## src/rtl/rpn_token_sequencer.sv

```systemverilog
// Byte-stream controller feeding a digit-accumulating parser and emitting RPN number/operator tokens.
// Optional macro DIV_OP_EN makes '/' an operator (code 3); otherwise '/' is an illegal character.
module rpn_token_sequencer #(
    parameter int MAX_DIGITS    = 5,
    parameter int READY_TIMEOUT = 15
) (
    input  logic        clk,
    input  logic        rst,
    input  logic [7:0]  i_rx_data,
    input  logic        i_rx_valid,
    output logic        o_rx_ready,
    output logic [3:0]  o_dig,
    output logic        o_dig_wen,
    output logic        o_dig_flush,
    input  logic        i_dig_ready,
    input  logic [15:0] i_dig_dout,
    output logic        o_tok_valid,
    output logic        o_tok_is_op,
    output logic [1:0]  o_tok_op,
    output logic [15:0] o_tok_value,
    input  logic        i_tok_ready,
    output logic        o_err,
    output logic [2:0]  o_state_dbg
);
    localparam int CW = $clog2(MAX_DIGITS + 1);
    localparam int TW = $clog2(READY_TIMEOUT + 1);
    localparam logic [CW-1:0] MAX_CNT  = CW'(MAX_DIGITS);
    localparam logic [TW-1:0] TIMER_LAST = TW'(READY_TIMEOUT - 1);
`ifdef DIV_OP_EN
    localparam logic DIV_EN = 1'b1;
`else
    localparam logic DIV_EN = 1'b0;
`endif

    typedef enum logic [2:0] {
        S_IDLE, S_FLUSH, S_WAIT, S_EMIT_NUM, S_EMIT_OP, S_ERR
    } state_t;

    state_t          r_state, w_next;
    logic [CW-1:0]   r_cnt, w_cnt_next;
    logic [TW-1:0]   r_timer, w_timer_next;
    logic            r_pend, w_pend_next;
    logic [1:0]      r_op, w_op_next;
    logic [15:0]     r_tok_value, w_value_next;
    logic [3:0]      r_dig, w_dig_next;
    logic            r_rx_ready, r_dig_wen, r_dig_flush, r_tok_valid, r_tok_is_op, r_err;
    logic            w_wen_next, w_flush_next, w_err_next;
    logic            w_accept, w_is_digit, w_is_delim, w_is_op;
    logic [1:0]      w_op_code;

    assign w_accept   = i_rx_valid && r_rx_ready;
    assign w_is_digit = (i_rx_data >= 8'h30) && (i_rx_data <= 8'h39);
    assign w_is_delim = (i_rx_data == 8'h20) || (i_rx_data == 8'h0D) || (i_rx_data == 8'h0A);

    always_comb begin
        w_is_op   = 1'b1;
        w_op_code = 2'd0;
        case (i_rx_data)
            8'h2B:   w_op_code = 2'd0;
            8'h2D:   w_op_code = 2'd1;
            8'h2A:   w_op_code = 2'd2;
            8'h2F: begin
                w_is_op   = DIV_EN;
                w_op_code = 2'd3;
            end
            default: w_is_op = 1'b0;
        endcase
    end

    always_comb begin
        w_next       = r_state;
        w_cnt_next   = r_cnt;
        w_timer_next = r_timer;
        w_pend_next  = r_pend;
        w_op_next    = r_op;
        w_value_next = r_tok_value;
        w_dig_next   = r_dig;
        w_wen_next   = 1'b0;
        w_flush_next = 1'b0;
        w_err_next   = 1'b0;
        case (r_state)
            S_IDLE: begin
                if (w_accept) begin
                    if (w_is_digit && (r_cnt < MAX_CNT)) begin
                        w_wen_next = 1'b1;
                        w_dig_next = i_rx_data[3:0];
                        w_cnt_next = r_cnt + 1'b1;
                    end else if (w_is_delim) begin
                        if (r_cnt != '0) begin
                            w_next       = S_FLUSH;
                            w_flush_next = 1'b1;
                        end
                    end else if (w_is_op) begin
                        w_op_next = w_op_code;
                        if (r_cnt != '0) begin
                            w_pend_next  = 1'b1;
                            w_next       = S_FLUSH;
                            w_flush_next = 1'b1;
                        end else begin
                            w_next = S_EMIT_OP;
                        end
                    end else begin
                        // Overflow digit or illegal byte: discard any partial number in the parser.
                        w_next       = S_ERR;
                        w_err_next   = 1'b1;
                        w_flush_next = (r_cnt != '0);
                        w_cnt_next   = '0;
                        w_pend_next  = 1'b0;
                    end
                end
            end
            S_FLUSH: begin
                w_cnt_next   = '0;
                w_timer_next = '0;
                w_next       = S_WAIT;
            end
            S_WAIT: begin
                if (i_dig_ready) begin
                    w_value_next = i_dig_dout;
                    w_next       = S_EMIT_NUM;
                end else if (r_timer == TIMER_LAST) begin
                    w_err_next  = 1'b1;
                    w_pend_next = 1'b0;
                    w_next      = S_IDLE;
                end else begin
                    w_timer_next = r_timer + 1'b1;
                end
            end
            S_EMIT_NUM: begin
                if (r_tok_valid && i_tok_ready) begin
                    w_pend_next = 1'b0;
                    w_next      = r_pend ? S_EMIT_OP : S_IDLE;
                end
            end
            S_EMIT_OP: begin
                if (r_tok_valid && i_tok_ready) w_next = S_IDLE;
            end
            S_ERR: begin
                if (w_accept && w_is_delim) w_next = S_IDLE;
            end
            default: w_next = S_IDLE;
        endcase
    end

    always_ff @(posedge clk) begin
        if (rst) begin
            r_state     <= S_IDLE;
            r_cnt       <= '0;
            r_timer     <= '0;
            r_pend      <= 1'b0;
            r_op        <= 2'd0;
            r_tok_value <= 16'd0;
            r_dig       <= 4'd0;
            r_rx_ready  <= 1'b0;
            r_dig_wen   <= 1'b0;
            r_dig_flush <= 1'b0;
            r_tok_valid <= 1'b0;
            r_tok_is_op <= 1'b0;
            r_err       <= 1'b0;
        end else begin
            r_state     <= w_next;
            r_cnt       <= w_cnt_next;
            r_timer     <= w_timer_next;
            r_pend      <= w_pend_next;
            r_op        <= w_op_next;
            r_tok_value <= w_value_next;
            r_dig       <= w_dig_next;
            r_dig_wen   <= w_wen_next;
            r_dig_flush <= w_flush_next;
            r_err       <= w_err_next;
            // Handshake outputs follow the state being entered so they are valid from its first cycle.
            r_rx_ready  <= (w_next == S_IDLE) || (w_next == S_ERR);
            r_tok_valid <= (w_next == S_EMIT_NUM) || (w_next == S_EMIT_OP);
            r_tok_is_op <= (w_next == S_EMIT_OP);
        end
    end

    assign o_rx_ready  = r_rx_ready;
    assign o_dig       = r_dig;
    assign o_dig_wen   = r_dig_wen;
    assign o_dig_flush = r_dig_flush;
    assign o_tok_valid = r_tok_valid;
    assign o_tok_is_op = r_tok_is_op;
    assign o_tok_op    = r_op;
    assign o_tok_value = r_tok_value;
    assign o_err       = r_err;
    assign o_state_dbg = r_state;
endmodule

```

## config.mk

```make
export PLATFORM = sky130hd
export DESIGN_NAME = rpn_token_sequencer
export DESIGN_NICKNAME = d
export VERILOG_FILES = /design/src/rtl/rpn_token_sequencer.sv
export SDC_FILE = /design/constraint.sdc
export NUM_CORES = 1
export LEC_CHECK = 0
export BUFFER_PORTS_ARGS = -buffer_cell sky130_fd_sc_hd__buf_2
export CAP_MARGIN = 20
export CORE_ASPECT_RATIO = 1.25
export CORE_UTILIZATION = 54
export CTS_CLUSTER_DIAMETER = 40
export DETAILED_ROUTE_END_ITERATION = 10
export PLACE_DENSITY = 0.93
export SLEW_MARGIN = 20
export SYNTH_ARGS = -nofsm -noshare
export SYNTH_HDL_FRONTEND = slang
export SYNTH_SLANG_ARGS = --single-unit
```

## constraint.sdc

```tcl
create_clock -name clk -period 2.8 [get_ports clk]
set_input_delay 0.42 -clock clk [delete_from_list [all_inputs] [get_ports clk]]
set_output_delay 0.42 -clock clk [all_outputs]
set_load 0.005 [all_outputs]
```

==> qor.json <==
{
  "outcome": {"value": "complete, no violations"},
  "leading_cell_types_in_the_layout_fill_and_taps_excluded": {"value": "sky130_fd_sc_hd__buf_2, sky130_fd_sc_hd__nand2_1, sky130_fd_sc_hd__dfxtp_1"},
  "power_density": {"value": 656, "unit": "nW/um^2"},
  "finClkSkew": {"value": 0.00549, "unit": "ns"},
  "cts_inserted_buffers": {"value": 5},
  "grt_first_pass_wirelength": {"value": 7.04, "unit": "mm"},
  "clock_latency": {"value": 0.29, "unit": "ns"},
  "report.final.hold_viol_count": {"value": 0},
  "initialDrtViolationCount": {"value": 52},
  "place_congestion": {"value": 0.854},
  "total_congestion_overflow": {"value": 0},
  "switching_power": {"value": 0.421, "unit": "mW"},
  "cts-hold-fix-buffers": {"value": 0},
  "tns": {"value": 0, "unit": "ns"},
  "layoutNonFillerInstCount": {"value": 321},
  "syn-cell-area": {"value": 1880, "unit": "sq um"},
  "netSwitchingFraction": {"value": 27.8, "unit": "%"},
  "synth_enable_flop_cells": {"value": 0},
  "grt_antenna_before_repair": {"value": 0},
  "netlist_instances": {"value": 227},
  "drv_slew": {"value": 0},
  "cp_data_arrival_time": {"value": 2.34, "unit": "ns"},
  "starting_density_of_the_core": {"value": 57.8, "unit": "%"},
  "total_setup_buffers_inserted_after_cts": {"value": 0},
  "io_buffers": {"value": 59},
  "post-route-min-period": {"value": 2.16, "unit": "ns"},
  "finish.net_count": {"value": 316},
  "cts_tree": {"value": "built"},
  "max_stage_delay": {"value": 0.46, "unit": "ns"},
  "synth.avg_cell_area": {"value": 8.28, "unit": "sq um"},
  "synth.lib_cells_used.distinct": {"value": 50},
  "yosysSeqAreaShare": {"value": 41.5, "unit": "%"},
  "synth_adder_area_share": {"value": 2.66, "unit": "%"},
  "critical_path_type": {"value": "reg2reg"},
  "cts_root_buffer": {"value": "sky130_fd_sc_hd__clkbuf_8"},
  "tightestPinTransition": {"value": 0.693, "unit": "ns"},
  "vdd_drop_max": {"value": 0.000503, "unit": "V"},
  "synth.net_count": {"value": 260},
  "row_count": {"value": 23},
  "synth_xor_xnor_area_share": {"value": 2.33, "unit": "%"},
  "postLayoutCoreUtil": {"value": 71.1, "unit": "%"},
  "dieHeight": {"value": 68.0, "unit": "microns"},
  "grt_start_max_net_pins": {"value": 36},
  "comb_power_share": {"value": 21.2, "unit": "%"},
  "hold_slack": {"value": 0.356, "unit": "ns"},
  "achievable-frequency": {"value": 463, "unit": "MHz"},
  "cp_cell_sequence": {"value": "nor2_1 -> nand3_1 -> or3_1 -> a32oi_2 -> mux2_2"},
  "startpoint_type": {"value": "register"},
  "yosys_warnings": {"value": 0},
  "synthFlopType": {"value": "sky130_fd_sc_hd__dfxtp_1"},
  "tritoncts_num_sinks": {"value": 39},
  "asyncSetResetFlopFracSynth": {"value": 0, "unit": "%"},
  "postSynthRegisterBits": {"value": 39},
  "share_seq_of_total_power": {"value": 42.6, "unit": "%"},
  "layout-area-overhead-vs-synth": {"value": 23.0, "unit": "%"},
  "post-dp-hpwl": {"value": 3.17, "unit": "mm"},
  "min_path_type": {"value": "in2reg"},
  "rsz0062_at_grt": {"value": "no"},
  "wire_per_inst": {"value": 14.5, "unit": "microns"},
  "worstPathRequired": {"value": 2.98, "unit": "ns"},
  "routed_wl": {"value": 4.65, "unit": "mm"},
  "slowest_stage": {"value": "sky130_fd_sc_hd__dfxtp_1"},
  "post_synth_and_or_nand_nor_area_fraction": {"value": 28.7, "unit": "%"},
  "io_pins": {"value": 60},
  "min_delay_path_depth": {"value": 3},
  "synth_compound_area_share": {"value": 20.0, "unit": "%"},
  "clk_pin_slew_worst_paths": {"value": 0.08, "unit": "ns"},
  "drive_gt1_share": {"value": 28.5, "unit": "%"},
  "total_leakage_power": {"value": 0.979, "unit": "nW"},
  "drcViolationCount": {"value": 0},
  "setup_violations": {"value": 0},
  "min_period_over_period": {"value": 77.1, "unit": "%"},
  "reg2regPathDepth": {"value": 5},
  "floorplan_core_area": {"value": 3250, "unit": "sq um"},
  "final_common_cell": {"value": "sky130_fd_sc_hd__buf_2"},
  "maxCapViolCount": {"value": 0},
  "floorplan.die_area": {"value": 3720, "unit": "sq um"},
  "antennaDiodeCount": {"value": 0},
  "die_w": {"value": 54.8, "unit": "microns"},
  "dr.pass1.iters": {"value": 4},
  "crit_path_max_fanout": {"value": 14},
  "placedCellCount": {"value": 313},
  "number_of_levels_in_the_clock_h_tree": {"value": 2},
  "clock_tree.buffer_depth": {"value": 2},
  "postRouteAntennaNets": {"value": 0},
  "via_per_inst": {"value": 5.79},
  "dominant_combinational_cell_family_by_area_after_synthesis": {"value": "simple AND/OR/NAND/NOR gates"},
  "routed-via-count": {"value": 1857},
  "timing.slew.headroom": {"value": 53.8, "unit": "%"},
  "cp-end-kind": {"value": "register"},
  "power.share.clock": {"value": 36.2, "unit": "%"},
  "internal_power": {"value": 1.10, "unit": "mW"},
  "post_synth_mux_area_share": {"value": 1.40, "unit": "%"},
  "grt_pass1_vias": {"value": 1618},
  "grtUsageTotal": {"value": 26.2, "unit": "%"},
  "postCtsResizedCells": {"value": 0}
}
[logic make-up (layout without fill, tap and decap cells)]
family          Yosys count  count (layout)
compound gates           55              55
xor+xnor                  5               5
fa+ha+maj                 4               4
buf+inv                  16              73
flops                    39              39
mux                       2               2
simple gates            106             106
[through the flow]
stage | area (sq um) | power [mW] | worst slack, ns
3_3_place_gp | 2180 | 0.962 | 0.733
4_1_cts | 2310 | 1.52 | 0.676
6_report | 2310 | 1.52 | 0.641
3_5_place_dp | 2180 | 0.970 | 0.656
5_1_grt | 2310 | 1.58 | 0.592
2_1_floorplan | 1880 | 0.866 | 0.814
[cell type report]
| class | instances | area [sq um] |
|---|---|---|
| clock buffer | 6 | 72.6 |
| inverter | 6 | 22.5 |
| multi-input combinational | 172 | 1030 |
| clock inverter | 2 | 60.1 |
| sequential | 39 | 781 |
| fill | 258 | 940 |
| tap | 37 | 46.3 |
| timing repair buffer | 59 | 295 |
[synthesized netlist by cell type, drive strengths merged, types with 3 or more instances]
cell type / instances / share of area (%)
a21oi: 27 / 7.2
a31oi: 3 / 1.0
a32oi: 4 / 2.3
and2: 3 / 1.0
and3: 3 / 1.0
clkbuf: 8 / 1.6
dfxtp: 39 / 42
ha: 4 / 2.7
inv: 6 / 1.2
nand2: 48 / 9.6
nand2b: 5 / 2.1
nand3: 5 / 1.3
nand4: 3 / 1.0
nor2: 15 / 3.0
nor2b: 8 / 3.1
nor3: 5 / 1.9
o21ai: 6 / 1.6
or3: 3 / 1.0
xor2: 4 / 1.9
[power groups by stage]
stage	Sequential [mW]	Combinational [mW]	Clock (mW)
after floorplan	0.643	0.223	0
after global placement	0.656	0.307	0
after detailed placement	0.656	0.314	0
after CTS	0.644	0.319	0.557
after global routing	0.653	0.350	0.579
final	0.647	0.322	0.549
[worst paths after layout]
| path | start | endpoint | slack [ns] |
|---|---|---|---|
| min | i_dig_dout[10] | o_tok_value[10] | 0.36 |
| max reg2reg | o_state_dbg[1] | o_tok_valid | 0.64 |
| max | o_state_dbg[1] | o_tok_valid | 0.64 |
| min reg2reg | o_dig[3] | o_dig[3] | 0.45 |
[registers in the layout (all words and copies together) (netlist names)]
| register | count |
|---|---|
| o_tok_value | 16 |
| o_dig | 4 |
| r_timer | 4 |
| o_state_dbg | 3 |
| r_cnt | 3 |
| o_tok_op | 2 |
| o_dig_flush | 1 |
| o_dig_wen | 1 |
| o_err | 1 |
| o_rx_ready | 1 |
| o_tok_is_op | 1 |
| o_tok_valid | 1 |
| r_pend | 1 |
[critical path, delay by kind of cell, from the launching register on]
| kind | cells | cell delay, ns |
|---|---|---|
| compound gates | 1 | 0.27 |
| flops | 1 | 0.46 |
| mux | 1 | 0.37 |
| simple gates | 3 | 0.95 |
[layer usage]
| metal | vias up | global-route usage [%] | routed length [microns] |
|---|---|---|---|
| met3 | 8 | 6.00 | 252 |
| met4 | 0 | 14.1 | 73 |
| li1 | 904 | - | - |
| met5 | - | 0 | 0 |
| met2 | 65 | 45.6 | 2450 |
| met1 | 880 | 28.3 | 1870 |
(Power assumes the default switching activity.)
